**src/rtl/spi_rx_pkg.sv**
```systemverilog
// rtl/spi_rx_pkg.sv - shared constants and types for the SPI frame receiver
package spi_rx_pkg;
   localparam int DATA_W      = 24;
   localparam int CRC_W       = 8;
   localparam int FRAME_W     = DATA_W + CRC_W;
   localparam int SYNC_STAGES = 2;
   localparam int CNT_W       = 6;

   localparam logic [CRC_W-1:0] CRC_POLY = 8'h1D;
   localparam logic [CRC_W-1:0] CRC_INIT = 8'hFF;

   typedef enum logic [1:0] {
      IDLE  = 2'd0,
      SHIFT = 2'd1,
      CLOSE = 2'd2
   } rx_state_e;
endpackage

```
**src/rtl/spi_in_sync.sv**
```systemverilog
// rtl/spi_in_sync.sv - multi-flop synchroniser with rise/fall detect for one SPI pin
module spi_in_sync #(
   parameter int   STAGES  = 2,
   parameter logic RST_VAL = 1'b0
) (
   input  logic clk,
   input  logic rst,
   input  logic async_i,
   output logic sync_o,
   output logic rise_o,
   output logic fall_o
);
   logic [STAGES-1:0] chain_q;
   logic              prev_q;

   always_ff @(posedge clk or posedge rst) begin
      if (rst) begin
         chain_q <= {STAGES{RST_VAL}};
         prev_q  <= RST_VAL;
      end else begin
         chain_q <= {chain_q[STAGES-2:0], async_i};
         prev_q  <= chain_q[STAGES-1];
      end
   end

   assign sync_o = chain_q[STAGES-1];
   assign rise_o = sync_o & ~prev_q;
   assign fall_o = ~sync_o & prev_q;
endmodule

```
**src/rtl/spi_frame_rx.sv**
```systemverilog
// rtl/spi_frame_rx.sv - SPI mode-0 slave receiving 24-bit payload + CRC8 per CS_n window
module spi_frame_rx
   import spi_rx_pkg::*;
(
   input  logic              clk,
   input  logic              rst,
   input  logic              spi_sclk,
   input  logic              spi_cs_n,
   input  logic              spi_mosi,
   output logic [DATA_W-1:0] rx_data,
   output logic [CRC_W-1:0]  rx_crc,
   output logic              rx_crc_ok,
   output logic              rx_valid,
   input  logic              rx_ready,
   output logic              rx_len_err,
   output logic              rx_overrun
);
   logic sclk_rise, unused_sclk_sync, unused_sclk_fall;
   logic cs_sync, cs_rise, cs_fall;
   logic mosi_sync, unused_mosi_rise, unused_mosi_fall;

   spi_in_sync #(.STAGES(SYNC_STAGES), .RST_VAL(1'b0)) u_sync_sclk (
      .clk(clk), .rst(rst), .async_i(spi_sclk),
      .sync_o(unused_sclk_sync), .rise_o(sclk_rise), .fall_o(unused_sclk_fall)
   );

   spi_in_sync #(.STAGES(SYNC_STAGES), .RST_VAL(1'b1)) u_sync_cs (
      .clk(clk), .rst(rst), .async_i(spi_cs_n),
      .sync_o(cs_sync), .rise_o(cs_rise), .fall_o(cs_fall)
   );

   spi_in_sync #(.STAGES(SYNC_STAGES), .RST_VAL(1'b0)) u_sync_mosi (
      .clk(clk), .rst(rst), .async_i(spi_mosi),
      .sync_o(mosi_sync), .rise_o(unused_mosi_rise), .fall_o(unused_mosi_fall)
   );

   rx_state_e          state_q;
   logic [CNT_W-1:0]   bit_cnt_q;
   logic [CRC_W-1:0]   crc_q, crc_d;
   logic [FRAME_W-1:0] shift_q;
   logic [1:0]         warm_q;
   logic               armed_q;
   logic [DATA_W-1:0]  rx_data_q;
   logic [CRC_W-1:0]   rx_crc_q;
   logic               rx_crc_ok_q, rx_valid_q, rx_len_err_q, rx_overrun_q;

   logic crc_fb, frame_fall, slot_free, len_ok;

   always_comb begin
      crc_fb     = crc_q[CRC_W-1] ^ mosi_sync;
      crc_d      = {crc_q[CRC_W-2:0], 1'b0} ^ (crc_fb ? CRC_POLY : '0);
      // A CS_n already low when reset released must not open a frame:
      // only falls seen after a genuine high level are accepted.
      frame_fall = cs_fall & armed_q;
      slot_free  = ~rx_valid_q | rx_ready;
      len_ok     = (bit_cnt_q == CNT_W'(FRAME_W));
   end

   always_ff @(posedge clk or posedge rst) begin
      if (rst) begin
         state_q      <= IDLE;
         bit_cnt_q    <= '0;
         crc_q        <= CRC_INIT;
         shift_q      <= '0;
         warm_q       <= '0;
         armed_q      <= 1'b0;
         rx_data_q    <= '0;
         rx_crc_q     <= '0;
         rx_crc_ok_q  <= 1'b0;
         rx_valid_q   <= 1'b0;
         rx_len_err_q <= 1'b0;
         rx_overrun_q <= 1'b0;
      end else begin
         rx_len_err_q <= 1'b0;
         rx_overrun_q <= 1'b0;

         if (warm_q != 2'(SYNC_STAGES)) begin
            warm_q <= warm_q + 2'd1;
         end else if (cs_sync) begin
            armed_q <= 1'b1;
         end

         if (rx_valid_q && rx_ready) begin
            rx_valid_q <= 1'b0;
         end

         case (state_q)
            IDLE: begin
               if (frame_fall) begin
                  state_q   <= SHIFT;
                  bit_cnt_q <= '0;
                  crc_q     <= CRC_INIT;
                  shift_q   <= '0;
               end
            end

            SHIFT: begin
               if (cs_rise) begin
                  state_q <= CLOSE;
               end else if (sclk_rise) begin
                  shift_q <= {shift_q[FRAME_W-2:0], mosi_sync};
                  if (bit_cnt_q != {CNT_W{1'b1}}) begin
                     bit_cnt_q <= bit_cnt_q + 1'b1;
                  end
                  if (bit_cnt_q < CNT_W'(DATA_W)) begin
                     crc_q <= crc_d;
                  end
               end
            end

            CLOSE: begin
               if (!len_ok) begin
                  rx_len_err_q <= 1'b1;
               end else if (slot_free) begin
                  rx_data_q   <= shift_q[FRAME_W-1:CRC_W];
                  rx_crc_q    <= shift_q[CRC_W-1:0];
                  rx_crc_ok_q <= (crc_q == shift_q[CRC_W-1:0]);
                  rx_valid_q  <= 1'b1;
               end else begin
                  rx_overrun_q <= 1'b1;
               end

               if (frame_fall) begin
                  state_q   <= SHIFT;
                  bit_cnt_q <= '0;
                  crc_q     <= CRC_INIT;
                  shift_q   <= '0;
               end else begin
                  state_q <= IDLE;
               end
            end

            default: state_q <= IDLE;
         endcase
      end
   end

   assign rx_data    = rx_data_q;
   assign rx_crc     = rx_crc_q;
   assign rx_crc_ok  = rx_crc_ok_q;
   assign rx_valid   = rx_valid_q;
   assign rx_len_err = rx_len_err_q;
   assign rx_overrun = rx_overrun_q;
endmodule

```
**config.mk**
```make
export PLATFORM = sky130hd
export DESIGN_NAME = spi_frame_rx
export DESIGN_NICKNAME = d
export VERILOG_FILES = /design/src/rtl/spi_rx_pkg.sv /design/src/rtl/spi_in_sync.sv /design/src/rtl/spi_frame_rx.sv
export SDC_FILE = /design/constraint.sdc
export NUM_CORES = 1
export LEC_CHECK = 0
export ABC_AREA = 0
export CORE_MARGIN = 10
export CORE_UTILIZATION = 30
export DETAILED_ROUTE_END_ITERATION = 12
export SYNTH_ARGS = -nofsm -noshare
export SYNTH_HDL_FRONTEND = slang
export SYNTH_SLANG_ARGS = --single-unit
```
**constraint.sdc**
```tcl
create_clock -name clk -period 2.8 [get_ports clk]
set_input_delay 0.56 -clock clk [delete_from_list [all_inputs] [get_ports clk]]
set_output_delay 0.56 -clock clk [all_outputs]
set_load 0.1 [all_outputs]
```
Word-level counts from Yosys, hierarchy flattened
Index checks and enable logic that the tools add are counted.
{"block": "word_totals", "regBits": 95, "input_bits": 6, "wordCells": 83}
{"block": "classes", "add_sub_neg": 2, "order_cmp": 1, "eq_ne": 13, "muxes": 28, "bitwise_logic": 12, "n_reduce_logical": 10}
{"operator": "$mux 32", "n": 3}
{"operator": "$pmux 32 s2", "n": 1}
{"operator": "$mux 8", "n": 4}
{"operator": "$mux 6", "n": 4}
{"operator": "$pmux 8 s2", "n": 1}
{"operator": "$ne 2x2->1 const B", "n": 7}
{"operator": "$pmux 6 s2", "n": 1}
{"operator": "$mux 1", "n": 10}
{"operator": "$reduce_and 5->1", "n": 2}
{"operator": "$eq 8x8->1", "n": 1}
{"operator": "$xor 8x5->8", "n": 1}
{"operator": "$add 6x1->6 const B", "n": 1}
{"operator": "$eq 6x6->1 const B", "n": 1}
{"operator": "$lt 6x5->1 const B", "n": 1}
{"operator": "$ne 6x6->1 const B", "n": 1}
{"operator": "$pmux 2 s3", "n": 1}
{"operator": "$mux 5", "n": 1}
{"operator": "$not 1->1", "n": 5}
{"operator": "$and 1x1->1", "n": 4}
{"operator": "$mux 2", "n": 2}
{"operator": "$reduce_and 2->1", "n": 2}
{"operator": "$reduce_and 4->1", "n": 1}
{"operator": "$reduce_and 3->1", "n": 1}
{"operator": "$add 2x1->2 const B", "n": 1}
{"operator": "9 further kinds", "n": 9}

Longest topological paths before layout
Gate-level depths: netlist of run 1.
{"block": "logic_depth", "word_depth": 7, "mapped_depth": 7, "depth_no_buf": 6}

Hierarchy
From an unflattened synthesis of run 1, not the netlist that was laid out.
{"block": "unflattened", "cells_unflattened": 340, "hier_area_um2": 4051.4}
{"mod": "spi_frame_rx", "instances": 1, "cells_each": 322, "area_per_inst_um2": 3766.1, "seq_area_each_um2": 2187.1}
{"mod": "spi_in_sync at u_sync_mosi ...", "instances": 2, "cells_each": 6, "area_per_inst_um2": 93.8, "seq_area_each_um2": 75.1}
{"mod": "spi_in_sync at u_sync_cs", "instances": 1, "cells_each": 6, "area_per_inst_um2": 97.6, "seq_area_each_um2": 78.8}

Least setup slack after synthesis of run 1
Ideal clock, no wire load.
{"block": "synth_timing", "kind": "flip-flop to flip-flop", "start": "register rx_valid_q (netlist: rx_valid)", "end": "register rx_crc_q[6] (netlist: rx_crc[6])", "setup_ns": 0.126, "arrival_ns": 2.070, "t_required_ns": 2.674, "path_slack_ns": 0.604, "stages_incl_launch_ff": 5, "n_path_buf": 1, "path_cell_list": "dfrtp_1 -> nand2b_1 -> nand4_1 -> clkbuf_1 -> mux2_2"}
{"block": "synth_via", "elab_chain_cells": 3}
{"element": "from (decl)", "line": "spi_frame_rx.sv:45", "source": "logic rx_crc_ok_q, rx_valid_q, rx_len_err_q, rx_overrun_q;"}
{"element": "from (signal assigned)", "line": "spi_frame_rx.sv:70", "source": "rx_valid_q <= 1'b0;"}
{"element": "from (signal assigned)", "line": "spi_frame_rx.sv:84", "source": "rx_valid_q <= 1'b0;"}
{"element": "from (signal assigned)", "line": "spi_frame_rx.sv:118", "source": "rx_valid_q <= 1'b1;"}
{"element": "$not 1->1", "line": "spi_frame_rx.sv:55", "source": "slot_free = ~rx_valid_q | rx_ready;"}
{"element": "$or 1x1->1", "line": "spi_frame_rx.sv:55"}
{"element": "$reduce_and 3->1 (no line)"}
{"element": "to (signal assigned)", "line": "spi_frame_rx.sv:116", "source": "rx_crc_q <= shift_q[CRC_W-1:0];"}
{"element": "to (decl)", "line": "spi_frame_rx.sv:44", "source": "logic [CRC_W-1:0] rx_crc_q;"}
No other way between the ends.
A chain may end at the register's enable or synchronous reset.

Worst setup path after layout of run 1
{"block": "layout_timing", "start": "register state_q[0]", "end": "register crc_q[4]"}
{"block": "layout_via", "elab_chain_cells": 4}
{"element": "from (decl)", "line": "spi_frame_rx.sv:37", "source": "rx_state_e state_q;"}
{"element": "from (signal assigned)", "line": "spi_frame_rx.sv:61", "source": "state_q <= IDLE;"}
{"element": "from (signal assigned)", "line": "spi_frame_rx.sv:90", "source": "state_q <= SHIFT;"}
{"element": "from (signal assigned)", "line": "spi_frame_rx.sv:99", "source": "state_q <= CLOSE;"}
{"element": "$eq 2x2->1 or $logic_not 2->1 (tied branches)", "line": "spi_frame_rx.sv:87", "source": "case (state_q)"}
{"element": "$reduce_or 2->1 (no line)"}
{"element": "$ne 2x1->1 (no line) or $reduce_bool 2->1 (tied branches)"}
{"element": "$reduce_and 5->1 (no line)"}
{"element": "to (signal assigned)", "line": "spi_frame_rx.sv:106", "source": "crc_q <= crc_d;"}
{"element": "to (decl)", "line": "spi_frame_rx.sv:39", "source": "logic [CRC_W-1:0] crc_q, crc_d;"}
Parallel ways exist; a longest one is shown, timed or not.

==> results.md, run 1 <==
- Status: finished, final reports clean
- Async SR Flop Fraction: 100%
- DP Wirelength: 5120 microns
- Vias after detailed routing: 2442
- Largest stage delay on the critical path: 0.62 ns
- Reg2Reg Depth: 4
- Synth Cell Area: 0.00391 sq mm
- Fin crit period: 2.15 ns
- Critical Path Sink Type: flop
- Vias/cell: 4.45
- # DRC: 0
- GPL Wtd Cong: 0.835
- Worst r2r dst: crc_q[4]
- Multi-input combinational cell area: 0.00142 sq mm
- Max-slew violations: 0
- CTS tree: built
- Max-slew headroom: 68.6%
- Routed wire length: 7550 microns
- R2R Setup Slk: 0.65 ns
- Tcrit/Tclk final: 76.8%
- Ys flop type: dfrtp_1
- Layout fillers: 1230
- Layout Skew: 0.0113 ns
- Hold Crit Depth: 0
- Final setup fails: 0
- Initial antenna violation count: 0
- # port buffers: 41
- Detailed router's first-iteration violation count: 173
- Largest net degree at the start of global routing: 36
- Most frequent cells in the layout: dfrtp_1 (84), nand2_1 (74), buf_4 (42), nand3_1 (35), mux2_2 (32)
- Crit-path max FO: 13
- Critical Path RT: 3.07 ns
- Yosys warnings: 0
- DIE AREA: 0.0180 sq mm
- Ant. Diodes: 0
- Worst path top cell family by delay: simple AND/OR/NAND/NOR gates
- Final hold vios: 0
- Hold Path End: u_sync_sclk.chain_q[1]
- Clock Path Buffers: 2
- CTS buffer count: 9
- Die Y: 134 microns
- Worst Path Buf+Inv: 0
- Setup TNS: 0 ns
- RSZ-0062 raised after global routing: no
- F_max: 0.465 GHz
- Number of flops mapped to enable cells by yosys: 0
- Syn Area/Cell: 11.9 sq um
- Post-route cell area: 0.00476 sq mm
- Hold Crit Class: flop to flop
- Share of cells above drive strength 1: 31.0%
- Io pins: 42
- P per Cell Area: 647 mW/mm^2
- Global-route wire length before repair: 13000 microns
- Slowest stage cell, crit path: or4b_4
- Die Width: 134 microns
- Worst r2r src: state_q[0]
- Remaining antenna violation count: 0
- # rows: 41
- Wire per inst: 13.8 microns
- Register area share after synthesis: 61.2%
- Mapped Cells: 327
- Crit start category: flop
- P_leak: 2.36 nW
- Clock transition at path regs: 0.07 ns
- Post-synthesis cell type count: 36
- Core ar.: 0.0127 sq mm
- Peak supply drop: 0.315 mV
- Max-Cap Viols: 0
- Crit-path cells: nand2b_4, or4b_4, a21oi_4, mux2_4
- Setup repair bufs after CTS: 0
- Synth Register Bits: 95
- Vias in the first global route: 2517
- Nets: 381
- Register area: 0.00239 sq mm
- H-tree depth: 3
- DP Area: 0.00448 sq mm
- First-pass DRT Iterations: 4
- Min-delay src: u_sync_sclk.chain_q[0]
- Worst EP arrival: 2.42 ns
- Post_cts resized: 0
- Grt total ovfl: 0
- Post-Syn Nets: 336
- WS Path Type: flop to flop
- CTS Hold Bufs: 0
- Global-route usage over all layers: 8.90%
- Clock root buffer master: clkbuf_16
- Most common cell after layout, fill and taps aside: dfrtp_1
- Worst skew pair latency: 0.35 ns
- Starting Density: 30.8%
- Synthesis-to-finish area growth: 21.9%
- Clk sink count: 95
- Slew at the pin with the worst max-slew slack: 0.470 ns
## synth_stat cells (all sizes together), types with 5 or more instances
cell type | number | area share [%]
a21oi | 5 | 1.0
dfrtp | 84 | 54
dfstp | 11 | 7.4
nand3 | 35 | 4.5
xnor2 | 12 | 2.7
buf | 6 | 0.99
inv | 8 | 0.77
mux2 | 40 | 12
clkbuf | 10 | 0.96
nand2b | 7 | 1.3
nand2 | 74 | 7.1
## cell type report
cell class                      instances  share of cell area (%)
Clock buffer                           10                    4.81
Clock inverter                          6                    1.08
Inverter                                8                   0.709
Multi-Input combinational cell        208                    29.8
Sequential cell                        95                    50.2
Tap cell                              172                    4.52
Timing Repair Buffer                   50                    8.93
## through the flow
step                setup slack [ns]  power [mW]  std cells  utilization (%)  hold slack (ns)
detailed placement             0.664        1.96        533             35.4            0.339
global placement               0.730        1.94        533             35.4            0.335
finish                         0.651        3.08        549             37.6            0.351
global route                   0.551        3.24        549             37.6            0.349
CTS                            0.641        3.13        549             37.6            0.352
floorplan                      0.604        1.87        327                -            0.331
## logic make-up (layout without fill, tap and decap cells)
kind of cell	after synthesis	in the layout	synth area share (%)
simple gates	134	134	16.3
xor+xnor	13	13	2.91
fa+ha+maj	3	3	0.961
flops	95	95	61.2
mux	43	43	13.1
buf+inv	24	74	2.72
compound gates	15	15	2.88
## worst max path at each step
stage               start         to  cells after the start
2_1_floorplan    rx_valid  rx_crc[6]                      4
3_3_place_gp   state_q[0]   crc_q[1]                      4
3_5_place_dp   state_q[0]   crc_q[1]                      4
4_1_cts        state_q[0]   crc_q[4]                      4
5_1_grt        state_q[0]   crc_q[4]                      4
6_report       state_q[0]   crc_q[4]                      4
## registers in the layout, summed over array words and instances, names as in the netlist
signal and count:
u_sync_sclk.prev_q 1, rx_len_err 1, u_sync_mosi.chain_q 2, rx_crc 8, warm_q 2, armed_q 1
u_sync_sclk.chain_q 2, crc_q 8, rx_data 24, u_sync_cs.chain_q 2, shift_q 32, rx_crc_ok 1
state_q 2, rx_valid 1, bit_cnt_q 6, u_sync_cs.prev_q 1, rx_overrun 1
## worst reg2reg max path: stages, from the launching register on
cell      delay [ns]
dfrtp_1         0.58
nand2b_4        0.13
or4b_4          0.62
a21oi_4         0.41
mux2_4          0.34
## per-layer routing
metal | vias up | global-route usage, % | wire length [microns]
met5 | - | 0 | 0
li1 | 1189 | - | -
met4 | 0 | 5.50 | 178
met3 | 12 | 2.24 | 373
met2 | 55 | 13.4 | 3530
met1 | 1186 | 11.2 | 3470
## power by group
part / internal (mW) / switching, mW / leakage, nW
combinational: 0.185 / 0.178 / 0.968
sequential: 1.48 / 0.0891 / 1.26
clock: 0.615 / 0.535 / 0.128
total: 2.28 / 0.803 / 2.36
(Power assumes the default switching activity.)
==> inputs of run 2 (changes only) <==
clock period = 2.2 ns   (was 2.8 ns; I/O delays follow)
==> results.md, run 2 (synthesis gave the netlist of run 1 again) <==
- Status: finished, final reports clean (unchanged)
- Ant. Diodes: 0 (unchanged)
- # DRC: 0 (unchanged)
- Global-route wire length before repair: 12900 microns (was 13000 microns)
- Layout Skew: 0.00631 ns (was 0.0113 ns)
- Power Internal: 3.11 mW (was 2.28 mW)
- Critical Path Sink Type: flop (unchanged)
- Io pins: 42 (unchanged)
- # port buffers: 41 (unchanged)
- Critical Path RT: 2.45 ns (was 3.07 ns)
- Worst path top cell family by delay: simple AND/OR/NAND/NOR gates (unchanged)
- Crit-path cells: or4bb_1, buf_4, a21oi_2, mux2i_1 (was nand2b_4, or4b_4, a21oi_4, mux2_4)
- Nets: 380 (was 381)
- Detailed router's first-iteration violation count: 142 (was 173)
- Pwr Total: 4.09 mW (was 3.08 mW)
- Die Y: 134 microns (unchanged)
- DIE AREA: 0.0180 sq mm (unchanged)
- H-tree depth: 3 (unchanged)
- Clock root buffer master: clkbuf_16 (unchanged)
- First-pass DRT Iterations: 6 (was 4)
- Clock network power share: 40.0% (was 37.3%)
- Clk sink count: 95 (unchanged)
- Grt total ovfl: 0 (unchanged)
- Clock Path Buffers: 2 (unchanged)
- Setup TNS: 0 ns (unchanged)
- Clock transition at path regs: 0.06 ns (was 0.07 ns)
- F_max: 0.486 GHz (was 0.465 GHz)
- RSZ-0062 raised after global routing: no (unchanged)
- Global-route usage over all layers: 8.65% (was 8.90%)
- Largest net degree at the start of global routing: 38 (was 36)
- P per Cell Area: 852 mW/mm^2 (was 647 mW/mm^2)
- DP Wirelength: 5080 microns (was 5120 microns)
- Final hold vios: 0 (unchanged)
- Fin crit period: 2.06 ns (was 2.15 ns)
- Final WS setup: 0.142 ns (was 0.651 ns)
- Remaining antenna violation count: 0 (unchanged)
- Core ar.: 0.0127 sq mm (unchanged)
- Routed wire length: 7590 microns (was 7550 microns)
- Pre-CTS setup slack: 0.148 ns (was 0.664 ns)
- Most common cell after layout, fill and taps aside: dfrtp_1 (unchanged)
- GPL Wtd Cong: 0.790 (was 0.835)
- Worst EP arrival: 2.31 ns (was 2.42 ns)
- Crit-path max FO: 36 (was 13)
- Register share of total power: 48.4% (was 50.9%)
- Wire per inst: 13.9 microns (was 13.8 microns)
- Max-slew violations: 0 (unchanged)
- Tcrit/Tclk final: 93.5% (was 76.8%)
- # rows: 41 (unchanged)
- Hold Crit Class: flop to flop (unchanged)
- Most frequent cells in the layout: dfrtp_1 (84), nand2_1 (74), buf_4 (40), nand3_1 (35), mux2_2 (32) (was dfrtp_1 (84), nand2_1 (74), buf_4 (42), nand3_1 (35), mux2_2 (32))
- Core Util, Final: 37.9% (was 37.6%)
- Largest stage delay on the critical path: 0.56 ns (was 0.62 ns)
- Slew at the pin with the worst max-slew slack: 0.416 ns (was 0.470 ns)
- Final std cells w/o fill: 547 (was 549)
- Starting Density: 30.8% (unchanged)
- CTS Hold Bufs: 0 (unchanged)
- Share of cells above drive strength 1: 30.7% (was 31.0%)
- Switch Pwr: 0.979 mW (was 0.803 mW)
- Post-Place Cells: 532 (was 533)
- Max-Cap Viols: 0 (unchanged)
- Final setup fails: 0 (unchanged)
- Comb power frac: 11.5% (was 11.8%)
- Synthesis-to-finish area growth: 22.9% (was 21.9%)
- Switching Share: 23.9% (was 26.1%)
- CTS tree: built (unchanged)
- Peak supply drop: 0.421 mV (was 0.315 mV)
- Vias/cell: 4.49 (was 4.45)
- Vias in the first global route: 2537 (was 2517)
- CTS buffer count: 9 (unchanged)
- Number of flip-flops in the largest register: 32 (unchanged)
- Worst Path Buf+Inv: 1 (was 0)
- Crit start category: flop (unchanged)
- Post_cts resized: 0 (unchanged)
- Slowest stage cell, crit path: or4bb_1 (was or4b_4)
- P_leak: 2.37 nW (was 2.36 nW)
- Die Width: 134 microns (unchanged)
- Vias after detailed routing: 2455 (was 2442)
- Initial antenna violation count: 0 (unchanged)
- Max-slew headroom: 72.2% (was 68.6%)
- Worst skew pair latency: 0.33 ns (was 0.35 ns)
- Setup repair bufs after CTS: 0 (unchanged)
- WS Path Type: flop to flop (unchanged)
- Biggest register: shift_q (unchanged)
run 2: cell count changes in the layout (fill, tap and decap cells not counted):
cell,change
inv_8,-1
clkinv_4,+1
inv_6,-2
clkinvlp_4,-1
buf_4,-2
bufinv_16,+2
buf_12,+1
run 2: layer usage:
layer | global-route usage (%) | part of all wire (%) | up-vias
li1 | - | - | 1182
met1 | 10.9 | 47 | 1222
met2 | 13.5 | 47 | 47
met3 | 3.25 | 4.4 | 4
met4 | 2.48 | 1.1 | 0
met5 | 0 | 0 | -
run 2: power by group through the flow:
stage,Combinational [mW],Clock [mW],Sequential (mW)
6_report,0.472,1.64,1.98
3_3_place_gp,0.462,0,2.01
4_1_cts,0.479,1.68,1.98
5_1_grt,0.524,1.75,2.00
2_1_floorplan,0.383,0,1.99
3_5_place_dp,0.474,0,2.02
run 2: worst register-to-register path, cell delays in order (launching register included):
cell     delay (ns)
dfstp_2        0.54
or4bb_1        0.56
buf_4          0.29
a21oi_2        0.37
mux2i_1        0.23
run 2: layout make-up:
| cell class | instances | area [sq um] |
|---|---|---|
| flip-flops and latches | 95 | 2390 |
| inverters | 8 | 33.8 |
| multi-input cells | 208 | 1420 |
| well taps | 172 | 215 |
| clock inverters | 5 | 83.8 |
| repair buffers | 49 | 430 |
| fillers | 1238 | 7870 |
| clock buffers | 10 | 229 |
run 2: per-stage QoR:
stage	area (sq um)	hold WS, ns
6_report	4800	0.351
5_1_grt	4800	0.362
4_1_cts	4800	0.354
3_5_place_dp	4490	0.339
3_3_place_gp	4490	0.340
2_1_floorplan	3910	0.331
run 2: final timing paths:
kind / slack [ns] / cells after the start / from / end
setup / recovery: 0.14 / 4 / u_sync_cs.prev_q / bit_cnt_q[0]
hold / removal: 0.35 / 0 / u_sync_sclk.chain_q[0] / u_sync_sclk.chain_q[1]
setup reg to reg: 0.14 / 4 / u_sync_cs.prev_q / bit_cnt_q[0]
hold reg to reg: 0.35 / 0 / u_sync_sclk.chain_q[0] / u_sync_sclk.chain_q[1]
max in group asynchronous: 1.24 / 3 / rst / crc_q[3]
min in group asynchronous: 0.42 / 2 / rst / rx_data[4]
==> inputs of run 3 (changes only) <==
HOLD_SLACK_MARGIN = 0.12   (was default)
TNS_END_PERCENT = 20   (was default)
==> results of run 3 <==
Same layout as run 2: the final DEF is identical, and so are final timing and power.
